**config.mk**
```make
export PLATFORM = sky130hd
export DESIGN_NAME = decode_stage_flat
export DESIGN_NICKNAME = d
export VERILOG_FILES = /design/src/rtl/risc_pkg.sv /design/src/rtl/decode_stage_if.sv /design/src/rtl/decode_fifo.sv /design/src/rtl/decode_stage.sv /design/src/flat_wrapper.sv
export SDC_FILE = /design/constraint.sdc
export NUM_CORES = 1
export LEC_CHECK = 0
export CAP_MARGIN = 25
export CORE_ASPECT_RATIO = 2
export CORE_MARGIN = 2
export CORE_UTILIZATION = 47
export DETAILED_ROUTE_END_ITERATION = 16
export PLACE_DENSITY = 0.8
export SYNTH_ARGS = -nofsm -noshare
export SYNTH_HDL_FRONTEND = slang
export SYNTH_SLANG_ARGS = --single-unit
export TNS_END_PERCENT = 20
```
**constraint.sdc**
```tcl
create_clock -name clk -period 10.65 [get_ports clk]
set_clock_uncertainty 0.2 [all_clocks]
set_input_delay 3.195 -clock clk [delete_from_list [all_inputs] [get_ports clk]]
set_output_delay 3.195 -clock clk [all_outputs]
set_load 0.02 [all_outputs]
```
**src/rtl/risc_pkg.sv**
```systemverilog
// Shared RISC-V decode definitions: opcodes, one-hot format encoding, queue occupancy
// and immediate builders (64-bit results; callers keep the low XLEN bits).
package risc_pkg;

    localparam logic [6:0] OPCODE_LUI           = 7'b0110111;
    localparam logic [6:0] OPCODE_AUIPC         = 7'b0010111;
    localparam logic [6:0] OPCODE_JAL           = 7'b1101111;
    localparam logic [6:0] OPCODE_JALR          = 7'b1100111;
    localparam logic [6:0] OPCODE_BRANCH        = 7'b1100011;
    localparam logic [6:0] OPCODE_LOAD          = 7'b0000011;
    localparam logic [6:0] OPCODE_STORE         = 7'b0100011;
    localparam logic [6:0] OPCODE_OP_IMM        = 7'b0010011;
    localparam logic [6:0] OPCODE_OP            = 7'b0110011;
    localparam logic [6:0] OPCODE_I_TYPE_SYSTEM = 7'b1110011;
    localparam logic [6:0] OPCODE_I_TYPE_FENCE  = 7'b0001111;

    typedef enum logic [5:0] {
        FMT_NONE = 6'b000000,
        FMT_R    = 6'b000001,
        FMT_I    = 6'b000010,
        FMT_S    = 6'b000100,
        FMT_B    = 6'b001000,
        FMT_U    = 6'b010000,
        FMT_J    = 6'b100000
    } fmt_e;

    typedef enum logic [1:0] {
        OCC_EMPTY   = 2'd0,
        OCC_PARTIAL = 2'd1,
        OCC_FULL    = 2'd2
    } occ_e;

    // Built at the widest legal XLEN so one definition serves both datapath widths.
    function automatic logic [63:0] imm_i(input logic [31:0] instr);
        return {{52{instr[31]}}, instr[31:20]};
    endfunction

    function automatic logic [63:0] imm_s(input logic [31:0] instr);
        return {{52{instr[31]}}, instr[31:25], instr[11:7]};
    endfunction

    function automatic logic [63:0] imm_b(input logic [31:0] instr);
        return {{51{instr[31]}}, instr[31], instr[7], instr[30:25], instr[11:8], 1'b0};
    endfunction

    function automatic logic [63:0] imm_u(input logic [31:0] instr);
        return {{32{instr[31]}}, instr[31:12], 12'b0};
    endfunction

    function automatic logic [63:0] imm_j(input logic [31:0] instr);
        return {{43{instr[31]}}, instr[31], instr[19:12], instr[20], instr[30:21], 1'b0};
    endfunction

endpackage

```
**src/rtl/decode_stage_if.sv**
```systemverilog
// Fetch-side and execute-side handshake bundle of the decode stage.
interface decode_stage_if #(
    parameter int XLEN  = 32,
    parameter int DEPTH = 2
);
    localparam int CNT_W = $clog2(DEPTH) + 1;

    logic              in_valid;
    logic              in_ready;
    logic [31:0]       in_instr;
    logic [XLEN-1:0]   in_pc;
    logic              out_valid;
    logic              out_ready;
    logic [XLEN-1:0]   out_pc;
    logic [6:0]        out_opcode;
    logic [4:0]        out_rd;
    logic [4:0]        out_rs1;
    logic [4:0]        out_rs2;
    logic [2:0]        out_funct3;
    logic [6:0]        out_funct7;
    logic [XLEN-1:0]   out_imm;
    logic [5:0]        out_fmt;
    logic              out_illegal;
    logic [CNT_W-1:0]  count;

    modport master (
        output in_valid, in_instr, in_pc, out_ready,
        input  in_ready, out_valid, out_pc, out_opcode, out_rd, out_rs1, out_rs2,
               out_funct3, out_funct7, out_imm, out_fmt, out_illegal, count
    );

    modport slave (
        input  in_valid, in_instr, in_pc, out_ready,
        output in_ready, out_valid, out_pc, out_opcode, out_rd, out_rs1, out_rs2,
               out_funct3, out_funct7, out_imm, out_fmt, out_illegal, count
    );
endinterface

```
**src/rtl/decode_fifo.sv**
```systemverilog
// Generic synchronous FIFO with flush; pointers wrap modulo DEPTH (power of two),
// no push-through when full.
module decode_fifo
    import risc_pkg::*;
#(
    parameter int WIDTH = 64,
    parameter int DEPTH = 2
) (
    input  logic                       clk,
    input  logic                       rst_n,
    input  logic                       flush,
    input  logic                       push_valid_i,
    output logic                       push_ready_o,
    input  logic [WIDTH-1:0]           push_data_i,
    output logic                       pop_valid_o,
    input  logic                       pop_ready_i,
    output logic [WIDTH-1:0]           pop_data_o,
    output logic [$clog2(DEPTH):0]     count_o
);
    localparam int PTR_W = $clog2(DEPTH);
    localparam logic [PTR_W:0] FULL_CNT = (PTR_W+1)'(DEPTH);

    logic [WIDTH-1:0] mem_q [DEPTH];
    logic [PTR_W-1:0] wr_ptr_q, wr_ptr_d;
    logic [PTR_W-1:0] rd_ptr_q, rd_ptr_d;
    logic [PTR_W:0]   count_q, count_d;
    occ_e             occ_s;
    logic             push_s;
    logic             pop_s;

    // Occupancy class and the handshakes it drives.
    always_comb begin
        if (count_q == {(PTR_W+1){1'b0}}) begin
            occ_s = OCC_EMPTY;
        end else if (count_q == FULL_CNT) begin
            occ_s = OCC_FULL;
        end else begin
            occ_s = OCC_PARTIAL;
        end
        push_ready_o = (occ_s != OCC_FULL);
        pop_valid_o  = (occ_s != OCC_EMPTY);
        push_s       = push_valid_i && push_ready_o;
        pop_s        = pop_valid_o && pop_ready_i;
    end

    // Pointer and occupancy next state; flush wins over any push or pop.
    always_comb begin
        wr_ptr_d = wr_ptr_q;
        rd_ptr_d = rd_ptr_q;
        count_d  = count_q;
        if (flush) begin
            wr_ptr_d = {PTR_W{1'b0}};
            rd_ptr_d = {PTR_W{1'b0}};
            count_d  = {(PTR_W+1){1'b0}};
        end else begin
            if (push_s) begin
                wr_ptr_d = wr_ptr_q + PTR_W'(1'b1);
            end else begin
                wr_ptr_d = wr_ptr_q;
            end
            if (pop_s) begin
                rd_ptr_d = rd_ptr_q + PTR_W'(1'b1);
            end else begin
                rd_ptr_d = rd_ptr_q;
            end
            case ({push_s, pop_s})
                2'b10:   count_d = count_q + (PTR_W+1)'(1'b1);
                2'b01:   count_d = count_q - (PTR_W+1)'(1'b1);
                default: count_d = count_q;
            endcase
        end
    end

    // Control state register with synchronous active-low reset.
    always_ff @(posedge clk) begin
        if (!rst_n) begin
            wr_ptr_q <= {PTR_W{1'b0}};
            rd_ptr_q <= {PTR_W{1'b0}};
            count_q  <= {(PTR_W+1){1'b0}};
        end else begin
            wr_ptr_q <= wr_ptr_d;
            rd_ptr_q <= rd_ptr_d;
            count_q  <= count_d;
        end
    end

    // Storage array; contents need no reset because the head is gated by occupancy.
    always_ff @(posedge clk) begin
        if (rst_n && !flush && push_s) begin
            mem_q[wr_ptr_q] <= push_data_i;
        end
    end

    assign pop_data_o = mem_q[rd_ptr_q];
    assign count_o    = count_q;

endmodule

```
**src/rtl/decode_stage.sv**
```systemverilog
// Buffered RISC-V decode stage: decode_fifo holding {instr, pc} plus decode of the head entry.
// Optional illegal-instruction detection is enabled by defining DECODE_ILLEGAL_EN.
module decode_stage
    import risc_pkg::*;
#(
    parameter int XLEN  = 32,
    parameter int DEPTH = 2
) (
    input  logic           clk,
    input  logic           rst_n,
    input  logic           flush,
    decode_stage_if.slave  bus
);
    localparam int CNT_W = $clog2(DEPTH) + 1;
    localparam int WIDTH = 32 + XLEN;

    logic [WIDTH-1:0] head_s;
    logic             head_valid_s;
    logic             in_ready_s;
    logic [CNT_W-1:0] count_s;
    logic [31:0]      instr_s;
    logic [XLEN-1:0]  pc_s;
    fmt_e             raw_fmt_s;
    fmt_e             fmt_s;
    logic             illegal_s;
    logic [63:0]      imm64_s;

    decode_fifo #(
        .WIDTH (WIDTH),
        .DEPTH (DEPTH)
    ) u_fifo (
        .clk          (clk),
        .rst_n        (rst_n),
        .flush        (flush),
        .push_valid_i (bus.in_valid),
        .push_ready_o (in_ready_s),
        .push_data_i  ({bus.in_instr, bus.in_pc}),
        .pop_valid_o  (head_valid_s),
        .pop_ready_i  (bus.out_ready),
        .pop_data_o   (head_s),
        .count_o      (count_s)
    );

    assign instr_s = head_s[WIDTH-1:XLEN];
    assign pc_s    = head_s[XLEN-1:0];

    // Instruction format from the opcode alone.
    always_comb begin
        raw_fmt_s = FMT_NONE;
        case (instr_s[6:0])
            OPCODE_OP:                              raw_fmt_s = FMT_R;
            OPCODE_OP_IMM, OPCODE_LOAD, OPCODE_JALR: raw_fmt_s = FMT_I;
            OPCODE_STORE:                           raw_fmt_s = FMT_S;
            OPCODE_BRANCH:                          raw_fmt_s = FMT_B;
            OPCODE_LUI, OPCODE_AUIPC:               raw_fmt_s = FMT_U;
            OPCODE_JAL:                             raw_fmt_s = FMT_J;
            default:                                raw_fmt_s = FMT_NONE;
        endcase
    end

`ifdef DECODE_ILLEGAL_EN
    // Illegal: non-32-bit encoding, unmapped opcode, or reserved branch funct3.
    always_comb begin
        illegal_s = 1'b0;
        if ((instr_s[1:0] != 2'b11) || (raw_fmt_s == FMT_NONE) ||
            ((instr_s[6:0] == OPCODE_BRANCH) &&
             ((instr_s[14:12] == 3'b010) || (instr_s[14:12] == 3'b011)))) begin
            illegal_s = 1'b1;
        end else begin
            illegal_s = 1'b0;
        end
        fmt_s = illegal_s ? FMT_NONE : raw_fmt_s;
    end
`else
    assign illegal_s = 1'b0;
    assign fmt_s     = raw_fmt_s;
`endif

    // Immediate selected by format; R-type and unrecognised yield zero.
    always_comb begin
        imm64_s = 64'd0;
        case (fmt_s)
            FMT_I:   imm64_s = imm_i(instr_s);
            FMT_S:   imm64_s = imm_s(instr_s);
            FMT_B:   imm64_s = imm_b(instr_s);
            FMT_U:   imm64_s = imm_u(instr_s);
            FMT_J:   imm64_s = imm_j(instr_s);
            default: imm64_s = 64'd0;
        endcase
    end

    // Output gating keeps every field at zero while the queue is empty.
    always_comb begin
        bus.in_ready  = in_ready_s;
        bus.count     = count_s;
        bus.out_valid = head_valid_s;
        if (head_valid_s) begin
            bus.out_pc      = pc_s;
            bus.out_opcode  = instr_s[6:0];
            bus.out_rd      = instr_s[11:7];
            bus.out_rs1     = instr_s[19:15];
            bus.out_rs2     = instr_s[24:20];
            bus.out_funct3  = instr_s[14:12];
            bus.out_funct7  = instr_s[31:25];
            bus.out_imm     = imm64_s[XLEN-1:0];
            bus.out_fmt     = fmt_s;
            bus.out_illegal = illegal_s;
        end else begin
            bus.out_pc      = {XLEN{1'b0}};
            bus.out_opcode  = 7'd0;
            bus.out_rd      = 5'd0;
            bus.out_rs1     = 5'd0;
            bus.out_rs2     = 5'd0;
            bus.out_funct3  = 3'd0;
            bus.out_funct7  = 7'd0;
            bus.out_imm     = {XLEN{1'b0}};
            bus.out_fmt     = 6'd0;
            bus.out_illegal = 1'b0;
        end
    end

endmodule

```
**src/flat_wrapper.sv**
```systemverilog
// flat-port wrapper written by rule: the top's interface ports become plain ports
module decode_stage_flat import risc_pkg::*;
#(
    parameter int XLEN  = 32,
    parameter int DEPTH = 2
)
  (clk, rst_n, flush, bus_in_valid, bus_in_instr, bus_in_pc, bus_out_ready, bus_in_ready, bus_out_valid, bus_out_pc, bus_out_opcode, bus_out_rd, bus_out_rs1, bus_out_rs2, bus_out_funct3, bus_out_funct7, bus_out_imm, bus_out_fmt, bus_out_illegal, bus_count);
  decode_stage_if #(.XLEN(XLEN), .DEPTH(DEPTH)) bus_i ();
  input  logic clk;
  input  logic rst_n;
  input  logic flush;
  input wire logic [$bits(bus_i.in_valid)-1:0] bus_in_valid;
  input wire logic [$bits(bus_i.in_instr)-1:0] bus_in_instr;
  input wire logic [$bits(bus_i.in_pc)-1:0] bus_in_pc;
  input wire logic [$bits(bus_i.out_ready)-1:0] bus_out_ready;
  output wire logic [$bits(bus_i.in_ready)-1:0] bus_in_ready;
  output wire logic [$bits(bus_i.out_valid)-1:0] bus_out_valid;
  output wire logic [$bits(bus_i.out_pc)-1:0] bus_out_pc;
  output wire logic [$bits(bus_i.out_opcode)-1:0] bus_out_opcode;
  output wire logic [$bits(bus_i.out_rd)-1:0] bus_out_rd;
  output wire logic [$bits(bus_i.out_rs1)-1:0] bus_out_rs1;
  output wire logic [$bits(bus_i.out_rs2)-1:0] bus_out_rs2;
  output wire logic [$bits(bus_i.out_funct3)-1:0] bus_out_funct3;
  output wire logic [$bits(bus_i.out_funct7)-1:0] bus_out_funct7;
  output wire logic [$bits(bus_i.out_imm)-1:0] bus_out_imm;
  output wire logic [$bits(bus_i.out_fmt)-1:0] bus_out_fmt;
  output wire logic [$bits(bus_i.out_illegal)-1:0] bus_out_illegal;
  output wire logic [$bits(bus_i.count)-1:0] bus_count;
  assign bus_i.in_valid = bus_in_valid;
  assign bus_i.in_instr = bus_in_instr;
  assign bus_i.in_pc = bus_in_pc;
  assign bus_i.out_ready = bus_out_ready;
  assign bus_in_ready = bus_i.in_ready;
  assign bus_out_valid = bus_i.out_valid;
  assign bus_out_pc = bus_i.out_pc;
  assign bus_out_opcode = bus_i.out_opcode;
  assign bus_out_rd = bus_i.out_rd;
  assign bus_out_rs1 = bus_i.out_rs1;
  assign bus_out_rs2 = bus_i.out_rs2;
  assign bus_out_funct3 = bus_i.out_funct3;
  assign bus_out_funct7 = bus_i.out_funct7;
  assign bus_out_imm = bus_i.out_imm;
  assign bus_out_fmt = bus_i.out_fmt;
  assign bus_out_illegal = bus_i.out_illegal;
  assign bus_count = bus_i.count;
  decode_stage #(.XLEN(XLEN), .DEPTH(DEPTH)) u_core (.clk(clk), .rst_n(rst_n), .flush(flush), .bus(bus_i));
endmodule
```
## Yosys cells after proc, flatten, opt, wreduce, memory -nomap -nowiden

Memory sizes are Yosys's and may differ from the RTL's. A register that Yosys moved wholly into a read port is not among the register bits.
Index checks and enable logic that the tools add are counted.

- Bitwise logic cells: 1
- Mux-type cells: 18
- Reduce and logical (&&, ||, !) cells: 11
- Add/subtract/negate cells: 4
- Equality and inequality tests: 18

Operator list:

| kind | number |
|---|---|
| 32-bit one-hot mux with 5 select lines | 1 |
| 32-bit 2-to-1 mux | 2 |
| 6-bit one-hot mux with 6 select lines | 1 |
| 7-bit by 6-bit equality test with 1-bit output, second input constant | 3 |
| 7-bit equality test, second input constant | 3 |
| 5-bit 2-to-1 mux | 3 |
| 7-bit by 5-bit equality test with 1-bit output, second input constant | 2 |
| 7-bit 2-to-1 mux | 2 |
| 7-bit by 2-bit equality test with 1-bit output, second input constant | 1 |
| 6-bit by 2-bit equality test with 1-bit output, second input constant | 1 |
| 6-bit by 3-bit equality test with 1-bit output, second input constant | 1 |
| 6-bit by 4-bit equality test with 1-bit output, second input constant | 1 |
| 6-bit by 5-bit equality test with 1-bit output, second input constant | 1 |
| 6-bit equality test, second input constant | 1 |
| 6-bit 2-to-1 mux | 1 |
| 2-bit equality test, second input constant | 2 |
| 1-bit logical AND | 4 |
| 1-bit 2-to-1 mux | 4 |
| 2-bit 2-to-1 mux | 2 |
| 2-bit one-hot mux with 2 select lines | 1 |
| 2-bit nonzero test | 2 |
| 2-bit OR reduction | 2 |
| 3-bit 2-to-1 mux | 1 |
| 3-bit OR reduction | 1 |
| other kinds (8) | 9 |

- Memories kept: 1
- Memory bits (writable): 128
- Bits in registers: 4

Memories:

| memory | words | width | rd ports | clocked after Yosys merged registers in | write ports | line | text |
|---|---|---|---|---|---|---|---|
| u_core.u_fifo.mem_q | 2 | 64 | 1 | 1 | 1 | decode_fifo.sv:23 | `logic [WIDTH-1:0] mem_q [DEPTH];` |

## Depth between registers and ports, before layout

- Depth after elaboration: 8
- Mapped depth: 8

## Hierarchy

From an unflattened synthesis, not the netlist that was laid out.

- Cells, all modules: 393
- Area, all modules: 5873.1 sq um

By module, submodules not included:

| module | cells each | area each (sq um) | sequential area each (sq um) | instances |
|---|---|---|---|---|
| decode_fifo | 225 | 4827.1 | 3943.8 | 1 |
| decode_stage | 168 | 1046.0 | 0.0 | 1 |

## Worst setup path before layout

No wires, ideal clock.

- Kind: input to register
- Start: in flush
- End: mem u_core.u_fifo.mem_q[0][0] (enable)
- Stages: 2
- Buffers on the path: 0
- Required time: 9.886 ns
- Arrival time: 7.777 ns
- Path slack: 2.109 ns
- Cells stage by stage: nand2b_1 -> nor3_1

- Cells in the longest elaborated chain, start to end: 5

Ends and longest elaborated chain:

| what | line | text |
|---|---|---|
| from (decl) | flat_wrapper.sv:11 | `input logic flush;` |
| 1-bit zero test | decode_fifo.sv:89 | `if (rst_n && !flush && push_s) begin` |
| 1-bit logical AND (2 in a row) | decode_fifo.sv:89 |  |
| 1-bit 2-to-1 mux | decode_fifo.sv:89 |  |
| 1-bit 2-to-1 mux (implied by the code) | decode_fifo.sv:90 | `mem_q[wr_ptr_q] <= push_data_i;` |
| to (decl) | decode_fifo.sv:23 |  |

No other way between the ends.

==> run metrics <==
Hold Vio Cnt, Final=0; Worst slew margin=40.65%; Reg2Reg Depth=7; total setup buffers inserted after CTS=0; YS warnings=0; die area=13180 µm²; Leak=2.609 nW; Skew-Pair Late Insertion Delay=about 0.40 ns; Post-Syn Nets=472; RSZ-0062 raised after global routing=no; Yosys top cell by area=edfxtp_1; # placed instances=708; first-pass iteration count of the detailed router=4; post-synthesis sequential area ratio=roughly two thirds; post-cts sizing count=0; combinational power share=9.3%; Iteration-0 DRC Markers=211; largest net degree at the start of global routing=65; synthesis-to-finish area growth=43.08%; Power Dens Cells=156.0 nW/µm²; Synth area leaders=edfxtp_1, mux2i_1, nor2_1; FF+latch count, synth=roughly 130; share of cells above drive strength 1=13.32%; cts hold-fix bufs=0; Netlist cell types=47; Final Max Tran Viols=0; R2R setup slack=7.83 ns; fin crit share=approximately 73%; Rows=57; IO buf count=174; All-Layer GR Usage=around a fifth; clock sink total=133; syn avg cell area=14.29 µm²; initial antenna violation count=1; hold crit path type=register to register; H-tree depth=4; fmax=roughly 0.13 GHz; antenna-violating nets left=0; Detailed Place HPWL=9339 µm; CTS tree=built; number of global-route vias before repair=4105; Tmin final=a little under 8 ns; area of the multi-input gates=between 1500 and 2000 µm²; end of the worst register-to-register path=u_core.u_fifo.count_o[1]; Net Switching=0.0002722 W; crit path DAT=4.38 ns; clk buf depth=2; clock share of power=44.6%; DR vias/cell=about 5.3; Post-Route Setup TNS=0 ns; commonest non-fill, non-tap cell in the layout=clkdlybuf4s50_1; number of buffers created by CTS=17; internal power=0.001010 W; Mapped Cells=around 400; hold depth=2; Top Ports=176; grt ovf=0; max cap viols=0; Crit Path Category=register to output port; Post-synth EDFFs=roughly 130; ys async rst share=0%; crit start category=register; Peak VDD IR=around 0.14 mV; chip width=82.17 µm; Final GP Congestion=0.8546; Die H=around 160 µm; Tightest Pin Transition=0.8809 ns; core box area=12050 µm²; most frequent cells in the layout=clkdlybuf4s50_1, edfxtp_1, nor2_1; nets@finish=650; Sw Share=about a fifth; Post-Route WL=between 10000 and 15000 µm; Worst Hold End=u_core.u_fifo.rd_ptr_q; Worst R2R Start=u_core.u_fifo.count_o[0]; number of remaining DRC errors=0; register area=3948 µm²; Worst EP required=about 7.3 ns; routed via count=3893; ys flop type=edfxtp_1; status=finished, final reports clean; CP max FO=between 40 and 50; Sequential Power Share=46.0%; area share of the largest cell type after synthesis=66.91%; final setup vio count=0; Avg WL per Cell=between 15 and 20 µm; root buffer cell=clkbuf_16; Final Non-Filler Cells=around 740; first-pass GRT wire length=20560 µm; CTS clk-pin slew, worst paths=approximately 0.060 ns; hold path start=u_core.u_fifo.rd_ptr_q; Initial Utilization=47.66%; mapped cell area=5744 µm²; filler cell count=851; Critical Path End Type=output port
## synth_stat cells (2+ instances only)
master and number:
o21ai_0 4, nand3_1 2, inv_1 5, buf_6 3, nor3_1 3, nand2_1 19, or3_1 2, a21oi_1 8
a2bb2oi_1 4, nor2_2 5, xnor2_1 3, dfxtp_1 5, mux2_2 13, and2_1 16, clkbuf_1 9, and3_1 3
or3b_2 2, edfxtp_1 128, nor2_1 63, buf_2 6, nand3b_1 3, mux2i_1 49, a21oi_2 15, nand2b_1 9
## worst max path at each step
| stage | startpoint | endpoint | slack, ns | cells after the start |
|---|---|---|---|---|
| floorplan | flush | u_core.u_fifo.mem_q[0][0] | 2.11 | 2 |
| global placement | register | bus_out_imm[5] | 3.42 | 7 |
| detailed placement | register | bus_out_imm[8] | 3.30 | 7 |
| CTS | register | bus_out_imm[8] | 2.85 | 7 |
| global route | register | bus_out_imm[8] | 2.61 | 7 |
| finish | register | bus_out_imm[8] | 2.87 | 7 |
## state kept, by name (all words and copies together), names as in the netlist, named ones only
name / flops
u_core.u_fifo.mem_q: 128
u_core.u_fifo.count_o: 2
u_core.u_fifo.rd_ptr_q: 1
u_core.u_fifo.wr_ptr_q: 1
## through the flow
step	utilization [%]	hold slack, ns	power [W]	instance area [µm²]	setup WS [ns]
4_1_cts	68.17	0.3350	0.001295	8217	2.851
6_report	68.19	0.3280	0.001282	8219	2.875
3_5_place_dp	63.22	0.3064	0.0007210	7620	3.297
2_1_floorplan	-	0.2811	0.0006555	5744	2.109
3_3_place_gp	63.22	0.2969	0.0007177	7620	3.421
5_1_grt	68.19	0.3628	0.001327	8219	2.609
## worst max-delay path, stage by stage, from the launching register on
cell and delay [ns]:
dfxtp_4 0.68, buf_4 0.61, mux2i_1 0.37, or4_4 0.60, a21oi_1 0.38, o21ai_0 0.40
nor2_1 0.25, clkdlybuf4s50_1 0.65
## cells by family (layout without fill, tap and decap cells)
group / count (synthesis) / in the layout / share of synthesized area, %
other: 1 / 2 / 0.06528
AO/OA/AOI/OAI: 43 / 43 / 5.860
adder cells (fa/ha/maj): 1 / 1 / 0.2178
XOR/XNOR: 4 / 4 / 0.6100
buffers and inverters: 25 / 216 / 2.222
flip-flops: 133 / 133 / 68.66
multiplexers: 63 / 63 / 11.35
AND/OR/NAND/NOR: 132 / 132 / 11.02
## layer usage
layer | up-vias | wire [µm] | GRT usage [%]
met5 | - | 0 | 0
met4 | 0 | 480 | 12.05
met3 | 28 | 760 | 5.225
met2 | 165 | 7413 | 38.03
met1 | 1855 | 4637 | 21.28
li1 | 1845 | - | -
## power by group through the flow
| stage | clock network, W | logic [W] | registers, W |
|---|---|---|---|
| global placement | 0 | 0.000117 | 0.000600 |
| global route | 0.000608 | 0.000129 | 0.000591 |
| detailed placement | 0 | 0.000120 | 0.000601 |
| CTS | 0.000584 | 0.000121 | 0.000590 |
| finish | 0.000572 | 0.000120 | 0.000590 |
| floorplan | 0 | 0.0000548 | 0.000601 |
## cell type report
cell class | instances | area share [%]
inverter | 5 | 0.2283
tap | 147 | 2.238
sequential | 133 | 48.03
multi-input combinational | 244 | 20.57
clock inverter | 10 | 1.492
antenna | 1 | 0.03045
clock buffer | 22 | 5.770
timing repair buffer | 179 | 21.65
Note: power is estimated with default switching activity, not from simulation.
